==> config.mk <==
export PLATFORM = sky130hd
export DESIGN_NAME = issue_queue_flat
export DESIGN_NICKNAME = d
export VERILOG_FILES = /design/src/rtl/issue_queue_pkg.sv /design/src/rtl/issue_queue_if.sv /design/src/rtl/iq_select.sv /design/src/rtl/issue_queue.sv /design/src/flat_wrapper.sv
export SDC_FILE = /design/constraint.sdc
export NUM_CORES = 2
export LEC_CHECK = 0
export BUFFER_PORTS_ARGS = -buffer_cell sky130_fd_sc_hd__buf_2
export CELL_PAD_IN_SITES_DETAIL_PLACEMENT = 0
export CELL_PAD_IN_SITES_GLOBAL_PLACEMENT = 1
export CORE_AREA = 3 3 306 308
export DETAILED_ROUTE_END_ITERATION = 6
export DIE_AREA = 0 0 309 311
export PLACE_DENSITY = 0.88
export SLEW_MARGIN = 20
export SYNTH_ARGS = -nofsm -noshare
export SYNTH_HDL_FRONTEND = slang
export SYNTH_SLANG_ARGS = --single-unit
==> constraint.sdc <==
create_clock -name clk -period 10.4 [get_ports clk]
set_input_delay 0.52 -clock clk [delete_from_list [all_inputs] [get_ports clk]]
set_output_delay 0.52 -clock clk [all_outputs]
set_load 0.1 [all_outputs]
==> src/rtl/issue_queue_pkg.sv <==
// Shared control-word types for the issue queues plus small operand-readiness helpers.
package issue_queue_pkg;

  localparam int IQ_DEPTH = 8;
  localparam int IQ_NREGS = 32;

  typedef logic [$clog2(IQ_DEPTH+1)-1:0] iq_count_t;

  // Execution unit class carried by every control word.
  typedef enum logic [1:0] {
    EXU_ALU = 2'd0,
    EXU_MEM = 2'd1,
    EXU_BR  = 2'd2
  } exut;

  // Which queue instance an item is routed to.
  typedef enum logic {
    IQT_ALU = 1'b0,
    IQT_MEM = 1'b1
  } iqt;

  typedef struct packed {
    exut         exu_type;
    logic        shadowed;
    logic        has_rd;
    logic [4:0]  rd;
    logic        has_rs1;
    logic [4:0]  rs1;
    logic        has_rs2;
    logic [4:0]  rs2;
    logic [7:0]  op;
    logic [15:0] imm;
  } queue_item_t;

  // A source is ready when unused, x0, not pending, or being written back right now.
  function automatic logic src_ready(input logic [4:0]          idx,
                                     input logic                has,
                                     input logic [IQ_NREGS-1:0] busy_vec,
                                     input logic                wake_valid,
                                     input logic [4:0]          wake_rd);
    return !has || (idx == 5'd0) || !busy_vec[idx] || (wake_valid && (wake_rd == idx));
  endfunction

  // A destination with a pending write blocks issue to keep WAW order; wakeup is not enough.
  function automatic logic dst_ready(input logic [4:0]          idx,
                                     input logic                has,
                                     input logic [IQ_NREGS-1:0] busy_vec);
    return !has || (idx == 5'd0) || !busy_vec[idx];
  endfunction

endpackage

==> src/rtl/issue_queue_if.sv <==
// Decode-side enqueue and register-read-side issue handshakes of one issue queue.
interface issue_queue_if;
  import issue_queue_pkg::*;

  logic        enq_valid;
  queue_item_t enq_item;
  logic        enq_ready;
  logic        iss_valid;
  queue_item_t iss_item;
  logic        iss_ready;

  // Environment side: decode pushes, register-read accepts.
  modport master (output enq_valid, enq_item, iss_ready,
                  input  enq_ready, iss_valid, iss_item);
  // Queue side.
  modport slave  (input  enq_valid, enq_item, iss_ready,
                  output enq_ready, iss_valid, iss_item);
endinterface

==> src/rtl/iq_select.sv <==
// Lowest-index priority select over the eligibility vector; in-order mode only looks at slot 0.
module iq_select #(
  parameter int DEPTH    = 8,
  parameter int IN_ORDER = 1
) (
  input  logic [DEPTH-1:0]         elig,
  output logic [DEPTH-1:0]         grant,
  output logic [$clog2(DEPTH)-1:0] idx,
  output logic                     any
);
  localparam int IW = $clog2(DEPTH);

  // First eligible slot wins; slots above 0 are masked off in in-order mode.
  always_comb begin
    grant = '0;
    idx   = '0;
    any   = 1'b0;
    for (int i = 0; i < DEPTH; i++) begin
      if (elig[i] && !any && ((IN_ORDER == 0) || (i == 0))) begin
        grant[i] = 1'b1;
        idx      = IW'(i);
        any      = 1'b1;
      end
    end
  end
endmodule

==> src/rtl/issue_queue.sv <==
// Compacting issue queue: slot 0 is oldest, one ready entry issues per cycle to register-read.
module issue_queue
  import issue_queue_pkg::*;
#(
  parameter int DEPTH    = IQ_DEPTH,
  parameter int IN_ORDER = 1,
  parameter int NREGS    = IQ_NREGS
) (
  input  logic                       clk,
  input  logic                       rst_n,
  issue_queue_if.slave               q,
  input  logic [NREGS-1:0]           busy_vec,
  input  logic                       wake_valid,
  input  logic [4:0]                 wake_rd,
  input  logic                       shadow_resolve,
  input  logic                       shadow_kill,
  input  logic                       flush,
  output logic [$clog2(DEPTH+1)-1:0] count
);
  localparam int CW = $clog2(DEPTH+1);
  localparam int IW = $clog2(DEPTH);

  queue_item_t          item_q [DEPTH];
  queue_item_t          item_d [DEPTH];
  logic [DEPTH-1:0]     valid_q, valid_d;
  logic [CW-1:0]        count_q, count_d;

  logic [IQ_NREGS-1:0]  busy_ext;
  logic [DEPTH-1:0]     elig, grant;
  logic [IW-1:0]        sel_idx;
  logic                 sel_any;
  logic                 mem_seen;
  logic                 iss_fire, enq_fire;

  queue_item_t          stg_item [DEPTH];
  logic [DEPTH-1:0]     stg_vld, surv;
  logic                 passed;
  int                   wr, killed, rank, cnt_n;

  // Widen the scoreboard to the 32-entry form the readiness helpers expect.
  always_comb begin
    busy_ext = '0;
    busy_ext[NREGS-1:0] = busy_vec;
  end

  // Per-slot eligibility; a mem entry also waits for every older mem entry to leave.
  always_comb begin
    mem_seen = 1'b0;
    for (int i = 0; i < DEPTH; i++) begin
      elig[i] = valid_q[i]
             && src_ready(item_q[i].rs1, item_q[i].has_rs1, busy_ext, wake_valid, wake_rd)
             && src_ready(item_q[i].rs2, item_q[i].has_rs2, busy_ext, wake_valid, wake_rd)
             && dst_ready(item_q[i].rd, item_q[i].has_rd, busy_ext)
             && !item_q[i].shadowed
             && !((item_q[i].exu_type == EXU_MEM) && mem_seen);
      if (valid_q[i] && (item_q[i].exu_type == EXU_MEM)) mem_seen = 1'b1;
    end
  end

  iq_select #(
    .DEPTH    (DEPTH),
    .IN_ORDER (IN_ORDER)
  ) u_select (
    .elig  (elig),
    .grant (grant),
    .idx   (sel_idx),
    .any   (sel_any)
  );

  // Credit comes from the registered count only; a dequeue never frees a slot in the same cycle.
  assign q.enq_ready = (int'(count_q) < DEPTH);
  assign q.iss_valid = sel_any && !flush;
  assign q.iss_item  = item_q[sel_idx];
  assign count       = count_q;
  assign iss_fire    = q.iss_valid && q.iss_ready;
  assign enq_fire    = q.enq_valid && q.enq_ready && !flush;

  // Next state: drop the issued slot, append the new item, apply shadow resolution, then flush.
  always_comb begin
    passed = 1'b0;
    for (int i = 0; i < DEPTH - 1; i++) begin
      passed = passed | grant[i];
      if (iss_fire && passed) begin
        stg_item[i] = item_q[i+1];
        stg_vld[i]  = valid_q[i+1];
      end else begin
        stg_item[i] = item_q[i];
        stg_vld[i]  = valid_q[i];
      end
    end
    stg_item[DEPTH-1] = item_q[DEPTH-1];
    stg_vld[DEPTH-1]  = valid_q[DEPTH-1] && !iss_fire;

    wr = int'(count_q) - (iss_fire ? 1 : 0);
    for (int i = 0; i < DEPTH; i++) begin
      if (enq_fire && (i == wr)) begin
        stg_item[i] = q.enq_item;
        stg_vld[i]  = 1'b1;
      end
    end

    for (int i = 0; i < DEPTH; i++) begin
      if (shadow_resolve && !shadow_kill) stg_item[i].shadowed = 1'b0;
    end

    killed = 0;
    for (int i = 0; i < DEPTH; i++) begin
      surv[i] = stg_vld[i] && !(shadow_resolve && shadow_kill && stg_item[i].shadowed);
      if (stg_vld[i] && !surv[i]) killed++;
    end

    // Slot o receives the o-th survivor, which keeps the age order of what remains.
    for (int o = 0; o < DEPTH; o++) begin
      item_d[o]  = stg_item[o];
      valid_d[o] = 1'b0;
      rank       = 0;
      for (int i = 0; i < DEPTH; i++) begin
        if (surv[i] && (rank == o)) begin
          item_d[o]  = stg_item[i];
          valid_d[o] = 1'b1;
        end
        if (surv[i]) rank++;
      end
    end

    cnt_n   = int'(count_q) + (enq_fire ? 1 : 0) - (iss_fire ? 1 : 0) - killed;
    count_d = CW'(cnt_n);

    if (flush) begin
      valid_d = '0;
      count_d = '0;
    end
  end

  // Entry storage and occupancy; reset clears contents so the idle issue item reads as zero.
  always_ff @(posedge clk or negedge rst_n) begin
    if (!rst_n) begin
      count_q <= '0;
      valid_q <= '0;
      for (int i = 0; i < DEPTH; i++) item_q[i] <= '0;
    end else begin
      count_q <= count_d;
      valid_q <= valid_d;
      item_q  <= item_d;
    end
  end

  count_in_range: assert property (@(posedge clk) disable iff (!rst_n) int'(count_q) <= DEPTH);

endmodule

==> src/flat_wrapper.sv <==
// flat-port wrapper written by rule: the top's interface ports become plain ports
module issue_queue_flat import issue_queue_pkg::*;
#(
  parameter int DEPTH    = IQ_DEPTH,
  parameter int IN_ORDER = 1,
  parameter int NREGS    = IQ_NREGS
)
  (clk, rst_n, busy_vec, wake_valid, wake_rd, shadow_resolve, shadow_kill, flush, count, q_enq_valid, q_enq_item, q_iss_ready, q_enq_ready, q_iss_valid, q_iss_item);
  issue_queue_if q_i ();
  input  logic clk;
  input  logic rst_n;
  input  logic [NREGS-1:0] busy_vec;
  input  logic wake_valid;
  input  logic [4:0] wake_rd;
  input  logic shadow_resolve;
  input  logic shadow_kill;
  input  logic flush;
  output logic [$clog2(DEPTH+1)-1:0] count;
  input wire logic [$bits(q_i.enq_valid)-1:0] q_enq_valid;
  input wire logic [$bits(q_i.enq_item)-1:0] q_enq_item;
  input wire logic [$bits(q_i.iss_ready)-1:0] q_iss_ready;
  output wire logic [$bits(q_i.enq_ready)-1:0] q_enq_ready;
  output wire logic [$bits(q_i.iss_valid)-1:0] q_iss_valid;
  output wire logic [$bits(q_i.iss_item)-1:0] q_iss_item;
  assign q_i.enq_valid = q_enq_valid;
  assign q_i.enq_item = q_enq_item;
  assign q_i.iss_ready = q_iss_ready;
  assign q_enq_ready = q_i.enq_ready;
  assign q_iss_valid = q_i.iss_valid;
  assign q_iss_item = q_i.iss_item;
  issue_queue #(.DEPTH(DEPTH), .IN_ORDER(IN_ORDER), .NREGS(NREGS)) u_core (.clk(clk), .rst_n(rst_n), .q(q_i), .busy_vec(busy_vec), .wake_valid(wake_valid), .wake_rd(wake_rd), .shadow_resolve(shadow_resolve), .shadow_kill(shadow_kill), .flush(flush), .count(count));
endmodule
# [After elaboration in Yosys (flattened, before gate mapping)]
# Cells that the tools add are included.
[op_classes] n_mux=176 reduce_logical=148 eq_ne=58 addsub=17 n_lt_le_gt_ge=4
[ops] cell="45-bit 2-to-1 mux" n=70
[ops] cell="32-bit by 4-bit == test with 1-bit output, second input constant" n=24
[ops] cell="32-bit by 3-bit == test with 1-bit output, second input constant" n=12
[ops] cell="32-bit logical NOT" n=8
[ops] cell="32-bit by 2-bit == test with 1-bit output, second input constant" n=6
[ops] cell="32-bit 2-to-1 mux" n=6
[ops] cell="32-bit by 2-bit adder with 32-bit output, second input constant" n=5
[ops] cell="4-bit by 32-bit == test with 1-bit output, first input constant" n=4
[ops] cell="1-bit logical AND" n=102
[ops] cell="1-bit 2-to-1 mux" n=88
[ops] cell="3-bit by 32-bit == test with 1-bit output, first input constant" n=2
[ops] cell="2-bit by 32-bit == test with 1-bit output, first input constant" n=1
[ops] cell="5-bit by 32-bit subtractor with 32-bit output" n=1
[ops] cell="4-bit 2-to-1 mux" n=7
[ops] cell="1-bit logical NOT" n=26
[ops] cell="4-bit by 2-bit adder with 4-bit output, second input constant" n=5
[ops] cell="5-bit by 6-bit < comparator with 1-bit output, second input constant" n=3
[ops] cell="1-bit binary-select mux with 5-bit select" n=3
[ops] cell="5-bit logical NOT" n=3
[ops] cell="1-bit by 3-bit == test with 1-bit output, second input constant" n=4
[ops] cell="5-bit == test" n=2
[ops] cell="9-bit nonzero test" n=1
[ops] cell="1-bit logical OR" n=8
[ops] cell="8-bit 2-to-1 mux" n=1
[ops] cell="8 further kinds" n=11
[totals] in_bits=90 wordCells=485 reg_bits=372 output_inout_bits=51

# [Longest topological paths before layout]
[logic_depth] word_depth=40 depth_mapped=50 mapped_depth_nobuf=43

# [Hierarchy]
# Synthesis repeated with hierarchy kept, for this count alone.
[unflattened] cells_unflattened=5525 hier_area_um2=47991.0
[by_module_without_submodules] module="issue_queue" seq_area_each_um2=9308.9 area_each_um2=47897.2 cells_per_inst=5512 n_inst=1
[by_module_without_submodules] module="iq_select" seq_area_each_um2=0.0 area_each_um2=93.8 cells_per_inst=13 n_inst=1

# [Least setup slack after synthesis]
# No wires, ideal clock.
[synth_path] path_kind="register -> register" start="register u_core.item_q[351] (netlist bit)" end="register u_core.count_q[3] (netlist: u_core.count[3])" n_path_buf=7 path_slack_ns=0.359 path_stages_with_launch=50 setup_ns=0.125 period_less_slack_ns=10.041 required_time_ns=10.275 arrival_ns=9.916 path_cell_list="dfrtp_1 -> buf_6 -> mux4_2 -> o22ai_1 -> nor3_1 -> o311ai_4 -> nand4_4 -> inv_4 -> buf_4 -> clkbuf_1 -> clkbuf_1 -> buf_1 -> ha_1 -> nor3b_1 -> ha_1 -> nand2b_1 -> a211o_1 -> nor2_1 -> [... 14 more ...] -> mux2_2 -> ha_1 -> mux2_2 -> ha_1 -> nor2_1 -> nor2_1 -> ha_1 -> mux2_2 -> fa_1 -> inv_1 -> ha_1 -> inv_1 -> fa_1 -> xnor2_1 -> xnor2_1 -> xnor2_1 -> and2_1 -> mux2_2"
[synth_between] elab_chain_cells=37 elab_cells_between_ends=128 cone_classes="add/sub (10); eq/ne (7); mux (51); reduce/logical (60)"
[synth_lines] element="start: declaration" line="issue_queue.sv:23" source="queue_item_t item_q [DEPTH];"
[synth_lines] element="start signal: assignment" line="issue_queue.sv:144" source="item_q <= item_d;"
[synth_lines] element="1-bit binary-select mux with 5-bit select" line="issue_queue_pkg.sv:48" source="return !has || (idx == 5'd0) || !busy_vec[idx];"
[synth_lines] element="1-bit 2-to-1 mux (not written as such)" line="issue_queue_pkg.sv:48"
[synth_lines] element="1-bit logical NOT" line="issue_queue_pkg.sv:48"
[synth_lines] element="1-bit logical OR *" line="issue_queue_pkg.sv:48"
[synth_lines] element="1-bit logical AND *" line="issue_queue.sv:53" source="&& dst_ready(item_q[i].rd, item_q[i].has_rd, busy_ext)"
[synth_lines] element="1-bit logical AND *" line="issue_queue.sv:54" source="&& !item_q[i].shadowed"
[synth_lines] element="1-bit 2-to-1 mux *" line="iq_select.sv:19" source="if (elig[i] && !any && ((IN_ORDER == 0) || (i == 0))) begin"
[synth_lines] element="1-bit logical AND" line="issue_queue.sv:72" source="assign q.iss_valid = sel_any && !flush;"
[synth_lines] element="[... 22 more ...]"
[synth_lines] element="4-bit 2-to-1 mux" line="issue_queue.sv:109" source="if (stg_vld[i] && !surv[i]) killed++;"
[synth_lines] element="4-bit by 2-bit adder with 4-bit output" line="issue_queue.sv:109"
[synth_lines] element="4-bit 2-to-1 mux" line="issue_queue.sv:109"
[synth_lines] element="4-bit by 2-bit adder with 4-bit output" line="issue_queue.sv:109"
[synth_lines] element="4-bit 2-to-1 mux" line="issue_queue.sv:109"
[synth_lines] element="4-bit subtractor *" line="issue_queue.sv:126" source="cnt_n = int'(count_q) + (enq_fire ? 1 : 0) - (iss_fire ? 1 : 0) - killed;"
[synth_lines] element="4-bit 2-to-1 mux *" line="issue_queue.sv:129" source="if (flush) begin"
[synth_lines] element="named net u_core.count_d[3]" line="issue_queue.sv:26" source="logic [CW-1:0] count_q, count_d;"
[synth_lines] element="end signal: assignment" line="issue_queue.sv:142" source="count_q <= count_d;"
[synth_lines] element="end: declaration" line="issue_queue.sv:26"
# The timed path passes the listed nets; every way through them passes the cells marked *. The select of a mux whose other input is x is not followed.
# A chain may end at the register's enable or synchronous reset.

==> results.json <==
{
  "outcome": "complete, but fails checks",
  "violations": "hold timing",
  "critPathArrivalTime_ps": 10400,
  "grt_usage_pct": 33.8,
  "ys_types": 80,
  "rsz0062_at_grt": "false",
  "gp_congestion": 0.932,
  "p_leak_nw": 18.9,
  "vias": 43000,
  "fin_crit_sh_pct": 95.4,
  "antenna_found_initial": 17,
  "final_cells": 6236,
  "fin_setup_tns_ps": 0,
  "synth_area_leaders": "dfrtp_1, mux2i_1, nand2_1, a21oi_1, o21ai_0",
  "firstDrtPassIters": 7,
  "synth_common_cells": "nand2_1, mux2i_1, clkbuf_1",
  "drcViolationCount": 0,
  "ant_nets": 0,
  "cts_tree": "built",
  "avgSynthCellArea_um2": 7.47,
  "start_kind": "flip-flop",
  "ir_worst_vdd_v": 0.000211,
  "ios": 141,
  "worstSetupPathType": "flip-flop to flip-flop",
  "wl_per_cell_um": 27.8,
  "clk_latency_ps": 650,
  "grt_pass1_vias": 39700,
  "numPortBuffers": 140,
  "cellPowerDensity_nw_per_um2": 225,
  "synth_edf_count": 0,
  "grt_max_degree": 141,
  "synth_largest_area_cell": "dfrtp_1",
  "finClkSkew_ps": 28.2,
  "finalWirelength_um": 174000,
  "vias_per_cell": 6.90,
  "setup_viol": 0,
  "syn_inst": 5245,
  "cpMaxStageDelayCell": "or4_2",
  "numCtsBuffers": 49,
  "seqCellArea_um2": 9310,
  "critPathMaxStageDelay_ps": 1100,
  "postCtsHoldBufs": 0,
  "numClockSinks": 372,
  "cp_max_fo": 49,
  "core_area_um2": 91400,
  "end_kind": "flip-flop",
  "overflow": 0,
  "synth.top_cell.area_share_pct": 23.7,
  "worst-r2r-setup-slack_ps": 480,
  "drt-initial-drc-count": 6353,
  "num-fill-cells": 9095,
  "worst_slew_pin_slew_ps": 1240,
  "ys.flop_type": "dfrtp_1",
  "die_h_um": 311,
  "synth.net_count": 5374,
  "final_nets": 5130,
  "grt_first_pass_wirelength_um": 251000,
  "min_period_ps": 9920,
  "syn2layout_area_growth_pct": 7.24,
  "synth_seq_cells": 372,
  "dp_hpwl_um": 97500,
  "yosysMostFrequentCell": "nand2_1",
  "drive_above_1_share_pct": 9.17,
  "holdWs_ps": -18.8,
  "dp.cells": 6119,
  "dpl_cell_area_um2": 40200,
  "die_w_um": 309,
  "max_slew_margin_pct": 17.2,
  "dieArea_um2": 96100,
  "clock_tree.root_cell": "clkbuf_16",
  "async_reset_ff_share_pct": 100,
  "ys_warn_count": 0,
  "crit_top_cell": "ha_1",
  "rows": 111,
  "initial_core_util_pct": 42.9,
  "clock_path_buffers": 3,
  "yosysSeqAreaShare_pct": 23.7,
  "multi_input_comb_area_um2": 27500,
  "design_area_um2": 42000,
  "synthesis.area_um2": 39200,
  "drv_slew": 0,
  "min_path_type": "primary input to asynchronous set/reset pin",
  "drv_cap": 0,
  "h-tree-depth": 2,
  "critPathRequiredTime_ps": 10870,
  "clk_pin_slew_ps": 60,
  "max_freq_mhz": 101,
  "hold_viol": 11
}
==> through the flow <==
stage / hold WS [ps] / utilization [%] / setup WS, ps / power, mW
2_1_floorplan: 224 / - / 359 / 6.39
6_report: -18.8 / 46.0 / 478 / 9.45
3_3_place_gp: 664 / 44.0 / 643 / 7.41
4_1_cts: 7.07 / 45.8 / 509 / 9.28
3_5_place_dp: 667 / 44.0 / 543 / 7.49
5_1_grt: 35.7 / 46.0 / 44.8 / 9.98
==> cells in the final DEF, fill, tap and decap left out, drive strengths merged, types with 35 or more instances in the layout <==
| cell type | instances |
|---|---|
| buf | 273 |
| ha | 35 |
| nand3 | 164 |
| clkbuf | 77 |
| o21a | 54 |
| and3 | 42 |
| a211oi | 173 |
| nor2 | 284 |
| inv | 58 |
| mux2i | 877 |
| a31oi | 113 |
| a22o | 44 |
| nand2 | 1037 |
| o211ai | 202 |
| nand2b | 46 |
| a21oi | 373 |
| o21ai | 440 |
| dfrtp | 372 |
| nor3 | 47 |
==> path summary, 6_finish.rpt <==
check / start / endpoint / cells after the start
setup reg to reg: u_core.item_q[351] / u_core.item_q[273] / 35
setup / recovery: u_core.item_q[351] / u_core.item_q[273] / 35
hold reg to reg: u_core.count[0] / u_core.count[0] / 2
max in group asynchronous: rst_n / u_core.item_q[20] / 4
min in group clk: flush / u_core.count[0] / 3
hold / removal: rst_n / u_core.item_q[58] / 1
==> cell families after synthesis <==
kind of cell / Yosys count / share of synthesized area [%]
compound gates: 1529 / 24.1
xor+xnor: 37 / 0.967
fa+ha+maj: 39 / 1.32
buf+inv: 631 / 7.34
flops: 372 / 23.7
mux: 909 / 23.9
simple gates: 1728 / 18.7
==> layer usage <==
metal	part of all wire, %	GRT usage [%]
met4	7.5	19.8
met2	41	50.3
met1	37	43.6
met3	14	9.67
met5	0.040	0
==> layout make-up <==
| cell class | count | area share, % |
|---|---|---|
| multi-input cells | 4247 | 65.3 |
| flip-flops and latches | 372 | 22.2 |
| repair buffers | 273 | 4.56 |
| well taps | 1186 | 3.53 |
| clock buffers | 77 | 3.50 |
| inverters | 58 | 0.539 |
| clock inverters | 11 | 0.312 |
| diodes | 12 | 0.0714 |
==> state kept, by name, indices dropped and copies added, names as in the netlist <==
register,count
u_core.item_q,360
u_core.valid_q,8
u_core.count,4
==> critical path: cells and delay by family, from the launching register on <==
kind	cells	cell delay, ps
mux	3	1000
simple gates	16	3820
flops	1	580
compound gates	5	1460
xor+xnor	1	630
buf+inv	4	760
fa+ha+maj	6	1430
==> report_power, final <==
group / switching (mW) / internal, mW / leakage [nW] / total (mW)
Combinational: 3.43 / 1.87 / 13.2 / 5.30
Sequential: 0.416 / 1.95 / 4.90 / 2.37
Clock: 0.768 / 1.02 / 0.791 / 1.78
Total: 4.61 / 4.84 / 18.9 / 9.45
==> timing repair <==
action,4_1_cts,5_1_grt
endpoints found under the setup margin,0,137
hold endpoints to repair,0,0
setup buffers,0,11
resized for setup,0,10
No activity file was read; power rests on OpenSTA's default activity.
